`src/rtl/rgb565_capture_if.sv`:
```
// Camera byte stream in, expanded RGB pixels and geometry status out.
interface rgb565_capture_if #(
  parameter int unsigned X_W = 10,
  parameter int unsigned Y_W = 9
);
  logic           cam_vsync;
  logic           cam_href;
  logic           cam_de;
  logic [7:0]     cam_data;
  logic [7:0]     red;
  logic [7:0]     green;
  logic [7:0]     blue;
  logic           pix_valid;
  logic [X_W-1:0] pix_x;
  logic [Y_W-1:0] pix_y;
  logic           frame_start;
  logic           frame_done;
  logic           line_err;
  logic           frame_err;

  modport master (
    output cam_vsync, cam_href, cam_de, cam_data,
    input  red, green, blue, pix_valid, pix_x, pix_y,
    input  frame_start, frame_done, line_err, frame_err
  );

  modport slave (
    input  cam_vsync, cam_href, cam_de, cam_data,
    output red, green, blue, pix_valid, pix_x, pix_y,
    output frame_start, frame_done, line_err, frame_err
  );
endinterface

```
`src/rtl/rgb565_capture.sv`:
```
// Camera byte-pair capture: assembles RGB565, expands to RGB888 and tracks
// line/frame geometry, flagging short or long lines and frames.
module rgb565_capture #(
  parameter int unsigned H_ACTIVE = 640,
  parameter int unsigned V_ACTIVE = 480,
  parameter int unsigned X_W      = 10,
  parameter int unsigned Y_W      = 9,
  parameter bit          HI_FIRST = 1'b1
) (
  input logic            clk,
  input logic            rst,
  rgb565_capture_if.slave bus
);

  localparam int unsigned XC_W = $clog2(H_ACTIVE + 1);
  localparam int unsigned YC_W = $clog2(V_ACTIVE + 1);
  localparam logic [XC_W-1:0] H_MAX = XC_W'(H_ACTIVE);
  localparam logic [YC_W-1:0] V_MAX = YC_W'(V_ACTIVE);

  typedef enum logic [1:0] {StSync, StVblank, StActive} state_e;

  state_e          state_q, state_d;
  logic            phase_q, phase_d;
  logic            href_q, href_d;
  logic            x_ovf_q, x_ovf_d;
  logic            y_ovf_q, y_ovf_d;
  logic [7:0]      byte_q, byte_d;
  logic [XC_W-1:0] x_q, x_d;
  logic [YC_W-1:0] y_q, y_d;

  logic [7:0]      red_q, red_d, green_q, green_d, blue_q, blue_d;
  logic            pix_valid_q, pix_valid_d;
  logic [X_W-1:0]  pix_x_q, pix_x_d;
  logic [Y_W-1:0]  pix_y_q, pix_y_d;
  logic            frame_start_q, frame_start_d;
  logic            frame_done_q, frame_done_d;
  logic            line_err_q, line_err_d;
  logic            frame_err_q, frame_err_d;

  logic            byte_ok;
  logic            line_end;
  logic [15:0]     word;
  logic [YC_W-1:0] y_inc, y_end;
  logic            y_ovf_end;

  always_comb begin
    byte_ok   = bus.cam_href & bus.cam_de;
    word      = HI_FIRST ? {byte_q, bus.cam_data} : {bus.cam_data, byte_q};
    // A line closes on href falling, or when vsync cuts it short.
    line_end  = (state_q == StActive) & href_q & (~bus.cam_href | bus.cam_vsync);
    y_inc     = (y_q == V_MAX) ? y_q : y_q + YC_W'(1);
    y_end     = line_end ? y_inc : y_q;
    y_ovf_end = y_ovf_q | (line_end & (y_q == V_MAX));
  end

  always_comb begin
    state_d       = state_q;
    phase_d       = phase_q;
    href_d        = 1'b0;
    x_ovf_d       = x_ovf_q;
    y_ovf_d       = y_ovf_q;
    byte_d        = byte_q;
    x_d           = x_q;
    y_d           = y_q;
    red_d         = red_q;
    green_d       = green_q;
    blue_d        = blue_q;
    pix_x_d       = pix_x_q;
    pix_y_d       = pix_y_q;
    pix_valid_d   = 1'b0;
    frame_start_d = 1'b0;
    frame_done_d  = 1'b0;
    line_err_d    = 1'b0;
    frame_err_d   = 1'b0;

    unique case (state_q)
      StSync: begin
        if (bus.cam_vsync) state_d = StVblank;
      end
      StVblank: begin
        if (!bus.cam_vsync) begin
          state_d = StActive;
          phase_d = 1'b0;
          x_d     = '0;
          y_d     = '0;
          x_ovf_d = 1'b0;
          y_ovf_d = 1'b0;
        end
      end
      StActive: begin
        if (bus.cam_vsync) begin
          state_d      = StVblank;
          frame_done_d = (y_end == V_MAX) & ~y_ovf_end;
          frame_err_d  = ~((y_end == V_MAX) & ~y_ovf_end);
        end else begin
          href_d = bus.cam_href;
          if (byte_ok) begin
            if (!phase_q) begin
              byte_d  = bus.cam_data;
              phase_d = 1'b1;
            end else begin
              phase_d = 1'b0;
              if ((x_q < H_MAX) && (y_q < V_MAX)) begin
                pix_valid_d   = 1'b1;
                red_d         = {word[15:11], word[15:13]};
                green_d       = {word[10:5], word[10:9]};
                blue_d        = {word[4:0], word[4:2]};
                pix_x_d       = X_W'(x_q);
                pix_y_d       = Y_W'(y_q);
                frame_start_d = (x_q == '0) && (y_q == '0);
              end
              if (x_q < H_MAX) x_d = x_q + XC_W'(1);
              else             x_ovf_d = 1'b1;
            end
          end
        end
        if (line_end) begin
          line_err_d = (x_q != H_MAX) | phase_q | x_ovf_q |
                       (bus.cam_vsync & bus.cam_href);
          y_d        = y_inc;
          y_ovf_d    = y_ovf_end;
          x_d        = '0;
          phase_d    = 1'b0;
          x_ovf_d    = 1'b0;
        end
      end
      default: state_d = StSync;
    endcase
  end

  always_ff @(posedge clk) begin
    if (rst) begin
      state_q       <= StSync;
      phase_q       <= 1'b0;
      href_q        <= 1'b0;
      x_ovf_q       <= 1'b0;
      y_ovf_q       <= 1'b0;
      byte_q        <= '0;
      x_q           <= '0;
      y_q           <= '0;
      red_q         <= '0;
      green_q       <= '0;
      blue_q        <= '0;
      pix_valid_q   <= 1'b0;
      pix_x_q       <= '0;
      pix_y_q       <= '0;
      frame_start_q <= 1'b0;
      frame_done_q  <= 1'b0;
      line_err_q    <= 1'b0;
      frame_err_q   <= 1'b0;
    end else begin
      state_q       <= state_d;
      phase_q       <= phase_d;
      href_q        <= href_d;
      x_ovf_q       <= x_ovf_d;
      y_ovf_q       <= y_ovf_d;
      byte_q        <= byte_d;
      x_q           <= x_d;
      y_q           <= y_d;
      red_q         <= red_d;
      green_q       <= green_d;
      blue_q        <= blue_d;
      pix_valid_q   <= pix_valid_d;
      pix_x_q       <= pix_x_d;
      pix_y_q       <= pix_y_d;
      frame_start_q <= frame_start_d;
      frame_done_q  <= frame_done_d;
      line_err_q    <= line_err_d;
      frame_err_q   <= frame_err_d;
    end
  end

  assign bus.red         = red_q;
  assign bus.green       = green_q;
  assign bus.blue        = blue_q;
  assign bus.pix_valid   = pix_valid_q;
  assign bus.pix_x       = pix_x_q;
  assign bus.pix_y       = pix_y_q;
  assign bus.frame_start = frame_start_q;
  assign bus.frame_done  = frame_done_q;
  assign bus.line_err    = line_err_q;
  assign bus.frame_err   = frame_err_q;

endmodule

```
`src/flat_wrapper.sv`:
```
// flat-port wrapper written by rule: the top's interface ports become plain ports
module rgb565_capture_flat 
#(
  parameter int unsigned H_ACTIVE = 640,
  parameter int unsigned V_ACTIVE = 480,
  parameter int unsigned X_W      = 10,
  parameter int unsigned Y_W      = 9,
  parameter bit          HI_FIRST = 1'b1
)
  (clk, rst, bus_cam_vsync, bus_cam_href, bus_cam_de, bus_cam_data, bus_red, bus_green, bus_blue, bus_pix_valid, bus_pix_x, bus_pix_y, bus_frame_start, bus_frame_done, bus_line_err, bus_frame_err);
  rgb565_capture_if #(.X_W(X_W), .Y_W(Y_W)) bus_i ();
  input logic clk;
  input logic rst;
  input wire logic [$bits(bus_i.cam_vsync)-1:0] bus_cam_vsync;
  input wire logic [$bits(bus_i.cam_href)-1:0] bus_cam_href;
  input wire logic [$bits(bus_i.cam_de)-1:0] bus_cam_de;
  input wire logic [$bits(bus_i.cam_data)-1:0] bus_cam_data;
  output wire logic [$bits(bus_i.red)-1:0] bus_red;
  output wire logic [$bits(bus_i.green)-1:0] bus_green;
  output wire logic [$bits(bus_i.blue)-1:0] bus_blue;
  output wire logic [$bits(bus_i.pix_valid)-1:0] bus_pix_valid;
  output wire logic [$bits(bus_i.pix_x)-1:0] bus_pix_x;
  output wire logic [$bits(bus_i.pix_y)-1:0] bus_pix_y;
  output wire logic [$bits(bus_i.frame_start)-1:0] bus_frame_start;
  output wire logic [$bits(bus_i.frame_done)-1:0] bus_frame_done;
  output wire logic [$bits(bus_i.line_err)-1:0] bus_line_err;
  output wire logic [$bits(bus_i.frame_err)-1:0] bus_frame_err;
  assign bus_i.cam_vsync = bus_cam_vsync;
  assign bus_i.cam_href = bus_cam_href;
  assign bus_i.cam_de = bus_cam_de;
  assign bus_i.cam_data = bus_cam_data;
  assign bus_red = bus_i.red;
  assign bus_green = bus_i.green;
  assign bus_blue = bus_i.blue;
  assign bus_pix_valid = bus_i.pix_valid;
  assign bus_pix_x = bus_i.pix_x;
  assign bus_pix_y = bus_i.pix_y;
  assign bus_frame_start = bus_i.frame_start;
  assign bus_frame_done = bus_i.frame_done;
  assign bus_line_err = bus_i.line_err;
  assign bus_frame_err = bus_i.frame_err;
  rgb565_capture #(.H_ACTIVE(H_ACTIVE), .V_ACTIVE(V_ACTIVE), .X_W(X_W), .Y_W(Y_W), .HI_FIRST(HI_FIRST)) u_core (.clk(clk), .rst(rst), .bus(bus_i));
endmodule
```
`config.mk`:
```
export PLATFORM = sky130hd
export DESIGN_NAME = rgb565_capture_flat
export DESIGN_NICKNAME = d
export VERILOG_FILES = /design/src/rtl/rgb565_capture_if.sv /design/src/rtl/rgb565_capture.sv /design/src/flat_wrapper.sv
export SDC_FILE = /design/constraint.sdc
export NUM_CORES = 1
export LEC_CHECK = 0
export CORE_AREA = 2 2 92 76
export DETAILED_ROUTE_END_ITERATION = 8
export DIE_AREA = 0 0 94 78
export PLACE_DENSITY_LB_ADDON = 0.25
export SLEW_MARGIN = 10
export SYNTH_ARGS = -nofsm -noshare
export SYNTH_HDL_FRONTEND = slang
export SYNTH_SLANG_ARGS = --single-unit
```
`constraint.sdc`:
```
create_clock -name clk -period 2.2 [get_ports clk]
set_input_delay 0.66 -clock clk [delete_from_list [all_inputs] [get_ports clk]]
set_output_delay 0.66 -clock clk [all_outputs]
set_load 0.03 [all_outputs]
```
Yosys cells after proc, flatten, opt, wreduce, memory -nomap -nowiden
Cells that the tools add are included.
W data, S select, Z words.
{"block": "totals", "ff_bits": 81, "input_bits": 13, "output_inout_bits": 48, "elab_cells": 104}
{"block": "op_classes", "add_sub_neg": 2, "magnitude_cmp": 2, "n_eq_ne": 13, "n_mux": 29, "bitwise": 20, "n_reduce_logical": 20}
{"cell": "$mux W10", "n": 6}
{"cell": "$mux W9", "n": 3}
{"cell": "$pmux W10 S2", "n": 1}
{"cell": "$eq A9 B9 Y1 const B", "n": 2}
{"cell": "$pmux W9 S2", "n": 1}
{"cell": "$mux W1", "n": 12}
{"cell": "$reduce_and A6 Y1", "n": 2}
{"cell": "$add A10 B1 Y10 const B", "n": 1}
{"cell": "$logic_not A10 Y1", "n": 1}
{"cell": "$lt A10 B10 Y1 const B", "n": 1}
{"cell": "$ne A10 B10 Y1 const B", "n": 1}
{"cell": "$add A9 B1 Y9 const B", "n": 1}
{"cell": "$logic_not A9 Y1", "n": 1}
{"cell": "$lt A9 B9 Y1 const B", "n": 1}
{"cell": "$ne A3 B2 Y1 const B", "n": 3}
{"cell": "$not A1 Y1", "n": 9}
{"cell": "$reduce_or A3 Y1", "n": 3}
{"cell": "$reduce_and A4 Y1", "n": 2}
{"cell": "$and A1 B1 Y1", "n": 6}
{"cell": "$ne A3 B1 Y1 const B", "n": 2}
{"cell": "$pmux W1 S2", "n": 3}
{"cell": "$reduce_or A6 Y1", "n": 1}
{"cell": "$or A1 B1 Y1", "n": 5}
{"cell": "$reduce_and A5 Y1", "n": 1}
{"cell": "13 further kinds", "n": 17}

Longest topological paths before layout
{"block": "logic_depth", "word_depth": 8, "ltp_mapped": 9, "mapped_depth_nobuf": 7}

Worst setup path before layout
No wires, ideal clock.
{"block": "synth_path", "kind": "reg-to-reg", "start": "reg u_core.y_q[0]", "end": "reg u_core.frame_done_q, in the netlist u_core.bus.frame_done", "setup_ns": 0.061, "t_arrival_ns": 1.939, "t_required_ns": 2.139, "path_slack_ns": 0.200, "stages_incl_launch_ff": 8, "n_path_buf": 1, "period_less_slack_ns": 2.000, "cell_sequence": "dfxtp_1 > ha_1 > buf_2 > or3b_1 > a2111oi_2 > a32oi_1 > nor4_2 > and4b_1"}
{"block": "synth_between", "elab_chain_len": 5, "elab_cells_between_ends": 9, "cone_classes": "add/sub (1); eq/ne (2); mux (2); bitwise (4)"}
{"element": "from (decl)", "line": "rgb565_capture.sv:29", "text": "logic [YC_W-1:0] y_q, y_d;"}
{"element": "from (signal assigned)", "line": "rgb565_capture.sv:159", "text": "y_q <= y_d;"}
{"element": "$add A9 B1 Y9 or $eq A9 B9 Y1 (tied branches)", "line": "rgb565_capture.sv:51, rgb565_capture.sv:53"}
{"element": "$mux W9 or $and A1 B1 Y1 (tied branches)", "line": "rgb565_capture.sv:51, rgb565_capture.sv:53"}
{"element": "$mux W9 or $or A1 B1 Y1 (tied branches)"}
{"element": "$eq A9 B9 Y1 or $not A1 Y1 (tied branches)", "line": "rgb565_capture.sv:93", "text": "frame_done_d = (y_end == V_MAX) & ~y_ovf_end;"}
{"element": "$and A1 B1 Y1 (*)", "line": "rgb565_capture.sv:93"}
{"element": "to (signal assigned)", "line": "rgb565_capture.sv:167", "text": "frame_done_q <= frame_done_d;"}
{"element": "to (decl)", "line": "rgb565_capture.sv:36", "text": "logic frame_done_q, frame_done_d;"}
Every way passes the cells marked *; elsewhere a longest branch is shown, timed or not.
A chain may end at the register's enable or synchronous reset.

Final worst setup path
{"block": "layout_path", "start": "in bus_cam_de", "end": "reg u_core.x_q[6]"}
{"block": "layout_between", "elab_chain_len": 3}
{"element": "from (decl)", "line": "flat_wrapper.sv:16", "text": "input wire logic [$bits(bus_i.cam_de)-1:0] bus_cam_de;"}
{"element": "$and A1 B1 Y1", "line": "rgb565_capture.sv:47", "text": "byte_ok = bus.cam_href & bus.cam_de;"}
{"element": "$ne A3 B1 Y1 (no line)"}
{"element": "$reduce_and A6 Y1 (no line)"}
{"element": "to (signal assigned)", "line": "rgb565_capture.sv:139", "text": "x_q <= '0;"}
{"element": "to (signal assigned)", "line": "rgb565_capture.sv:158", "text": "x_q <= x_d;"}
{"element": "to (decl)", "line": "rgb565_capture.sv:28", "text": "logic [XC_W-1:0] x_q, x_d;"}
Every way passes these cells.

==> flow_summary.ini <==
[logic_synthesis]
netlist_instances = 401
synth_top_area_cell = dfxtp_1
synth_top_area_frac = 0.4465
synthArstFlopShare = 0
yosysWarningCount = 0
syn-num-nets = 422
ys_types = 45
netlist_area_mm2 = 0.003273
synth_edf_count = 0
synthFlopType = dfxtp_1
yosysSeqAreaShare = 0.4465
synthTopCellsByArea = dfxtp_1 45%, nand2_1 10%, a21oi_1 7.8%
postSynthAreaPerCell_um2 = 8.162
ys_seq_elements = 73

[detailed_routing]
drt_wl_total_um = 8088
vias_per_cell = 5.379
drc_errors = 0
vias = 3023
post_drt_wl_per_cell_um = 14.39
drtPass1Iterations = 4
ant_nets = 0
drt_iter0_drc = 198

[grt]
grt_use_met2 = 0.3764
grt_pass1_vias = 2861
met3_usage = 0.07184
grt_pass1_wl_um = 13560
grtUsageTotal = 0.2333
grt_antenna_before_repair = 0
grt_overflow = 0
busiest_layer = met2
grt_util_met1 = 0.3022
grt_max_degree = 38

[layout]
final_nets = 494
syn2layout_area_growth_pct = 33.64
regArea_mm2 = 0.001463
multi_input_area_mm2 = 0.001629
n_fill_cell = 529
diodes = 0
drive_above_1_share = 0.1255

[place]
io_buffers = 60
gp_congestion = 0.9864
place_hpwl_um = 5650

[power]
power_leakage_nw = 1.494
p_per_area_mw_per_mm2 = 641.6
vdd_drop_max_uv = 463.4

[cts]
cts_root_buf = clkbuf_8
cts-buffers-inserted = 9
clk_latency_ps = 350
tritoncts = built
cts-htree-levels = 3
cts_buffer_depth = 2
cts_hold_buf = 0
clkTransAtPathRegs_ps = 80
cts_sinks = 73

[setup_path]
cp.arrival_ps = 2380
cpPeakStageDelay_ps = 510
criticalPathCategory = in -> reg
end_kind = register
cp_slowest_cell = clkdlybuf4s50_1
path_cells = clkdlybuf4s50_1 -> nand3_1 -> o221ai_2 -> nand4_1 -> or3_1 -> a21oi_1
crit_fanout = 6
required_ps = 2480
crit_buf_inv = 1
startpoint_type = input pin
critPathTopFamily = simple AND/OR/NAND/NOR gates

[floorplanning]
rows = 26
core_area_mm2 = 0.006344
start_util = 0.5160
die_height_um = 78
top_level_ports = 61
die-area_mm2 = 0.007332
die_w_um = 94

[timing]
fin_crit_sh = 0.9568
setup_viol = 0
min_period_ps = 2105
max_clock_freq_ghz = 0.4751
clock_skew_ps = 7.588
maxSlewHeadroom = 0.6610
holdWs_ps = 454.8
drv_slew = 0
hold_viol_final = 0
tns_ps = 0
tightest_slew_ps = 503.9

[run]
drv_cap = 0

[hold_path]
hold_path_class = reg -> reg

[status]
status = complete, no violations
## worst paths after layout
check | start | end | slack (ps) | cells past startpoint
max | bus_cam_de | u_core.x_q[6] | 100 | 6
min | u_core.bus.green[3] | u_core.bus.green[3] | 450 | 2
max reg2reg | u_core.state_q[0] | u_core.x_q[6] | 140 | 7
min reg2reg | u_core.bus.green[3] | u_core.bus.green[3] | 450 | 2
## state kept, by name (all words and copies together), names as in the netlist, 2 cells and up
signal            cells
u_core.bus.green      6
u_core.byte_q         8
u_core.bus.blue       5
u_core.y_q            9
u_core.bus.pix_x     10
u_core.state_q        2
u_core.bus.red        5
u_core.x_q           10
u_core.bus.pix_y      9
## worst min-delay path, cell delays in order (launching register included)
cell	delay, ps
dfxtp_1	310
nand2_1	50
a21oi_1	50
## through the flow
stage | worst slack (ps) | util | power, mW | cell area [µm²] | instances
6_report | 95.08 | 0.6895 | 2.806 | 4374 | 562
5_1_grt | -14.49 | 0.6895 | 2.894 | 4374 | 562
4_1_cts | 31.56 | 0.6811 | 2.823 | 4320 | 559
3_5_place_dp | -312.1 | 0.6416 | 1.521 | 4070 | 543
3_3_place_gp | -290.1 | 0.6416 | 1.518 | 4070 | 543
2_1_floorplan | 200.1 | - | 1.446 | 3273 | 401
## synth_stat cells (all sizes together) (3+ instances only)
library cell and number:
mux2i 9, and3 3, a311oi 3, a21oi 51, buf 15, nand2 87, or3 7, nor2b 3
nand3b 4, nand4 10, clkbuf 18, dfxtp 73, o21ai 17, ha 8, o21a 4, nor4 9
nor2 30, nor3 6, xnor2 3, inv 8, nand3 7
## placed cells by master (no fill, tap or decap), types with 3 or more instances in the layout
cell / n
nor4_1: 6
nand3b_1: 4
nand2_1: 87
dfxtp_1: 72
xnor2_1: 3
buf_12: 3
nor2b_1: 3
a311oi_1: 3
nor3_1: 6
a21oi_1: 51
clkbuf_8: 9
and3_1: 3
mux2i_1: 9
or3_1: 7
nor2_1: 30
o21ai_1: 4
nand4_1: 10
inv_1: 8
bufinv_16: 3
clkdlybuf4s50_1: 57
o21ai_0: 13
o21a_1: 4
buf_4: 30
nand3_1: 6
ha_1: 8
## per-layer routing
layer  vias to the layer above  wire length (µm)
met2                        83              3860
met3                         7               399
li1                       1532                 -
met1                      1401              3764
met5                         -                 0
met4                         0                64
## power by group
group / total, mW / internal, mW / switching (mW) / leakage [nW]
clock network: 1.31 / 0.767 / 0.544 / 0.122
logic: 0.164 / 0.0730 / 0.0912 / 0.784
registers: 1.33 / 1.33 / 0.00624 / 0.589
total: 2.81 / 2.16 / 0.642 / 1.49
## cell type report
type | instances | share of cell area
multi-input combinational | 287 | 0.3724
sequential | 73 | 0.3344
timing repair buffer | 94 | 0.2051
clock inverter | 7 | 0.02889
clock buffer | 9 | 0.02832
tap | 84 | 0.02403
inverter | 8 | 0.006865
## cell families after synthesis
group	share of synthesized area
buffers and inverters	0.06231
xor gates and xnor gates	0.01338
muxes	0.02752
and+or+nand+nor	0.2603
adders and majority gates	0.03058
AOI/OAI and AO/OA	0.1594
DFF	0.4465
## what timing repair did
item	4_1_cts	5_1_grt
endpoints found under the hold margin	0	0
gates resized for setup	0	7
endpoints found under the setup margin	0	7
buffers inserted	0	3
Note: power is estimated with default switching activity, not from simulation.
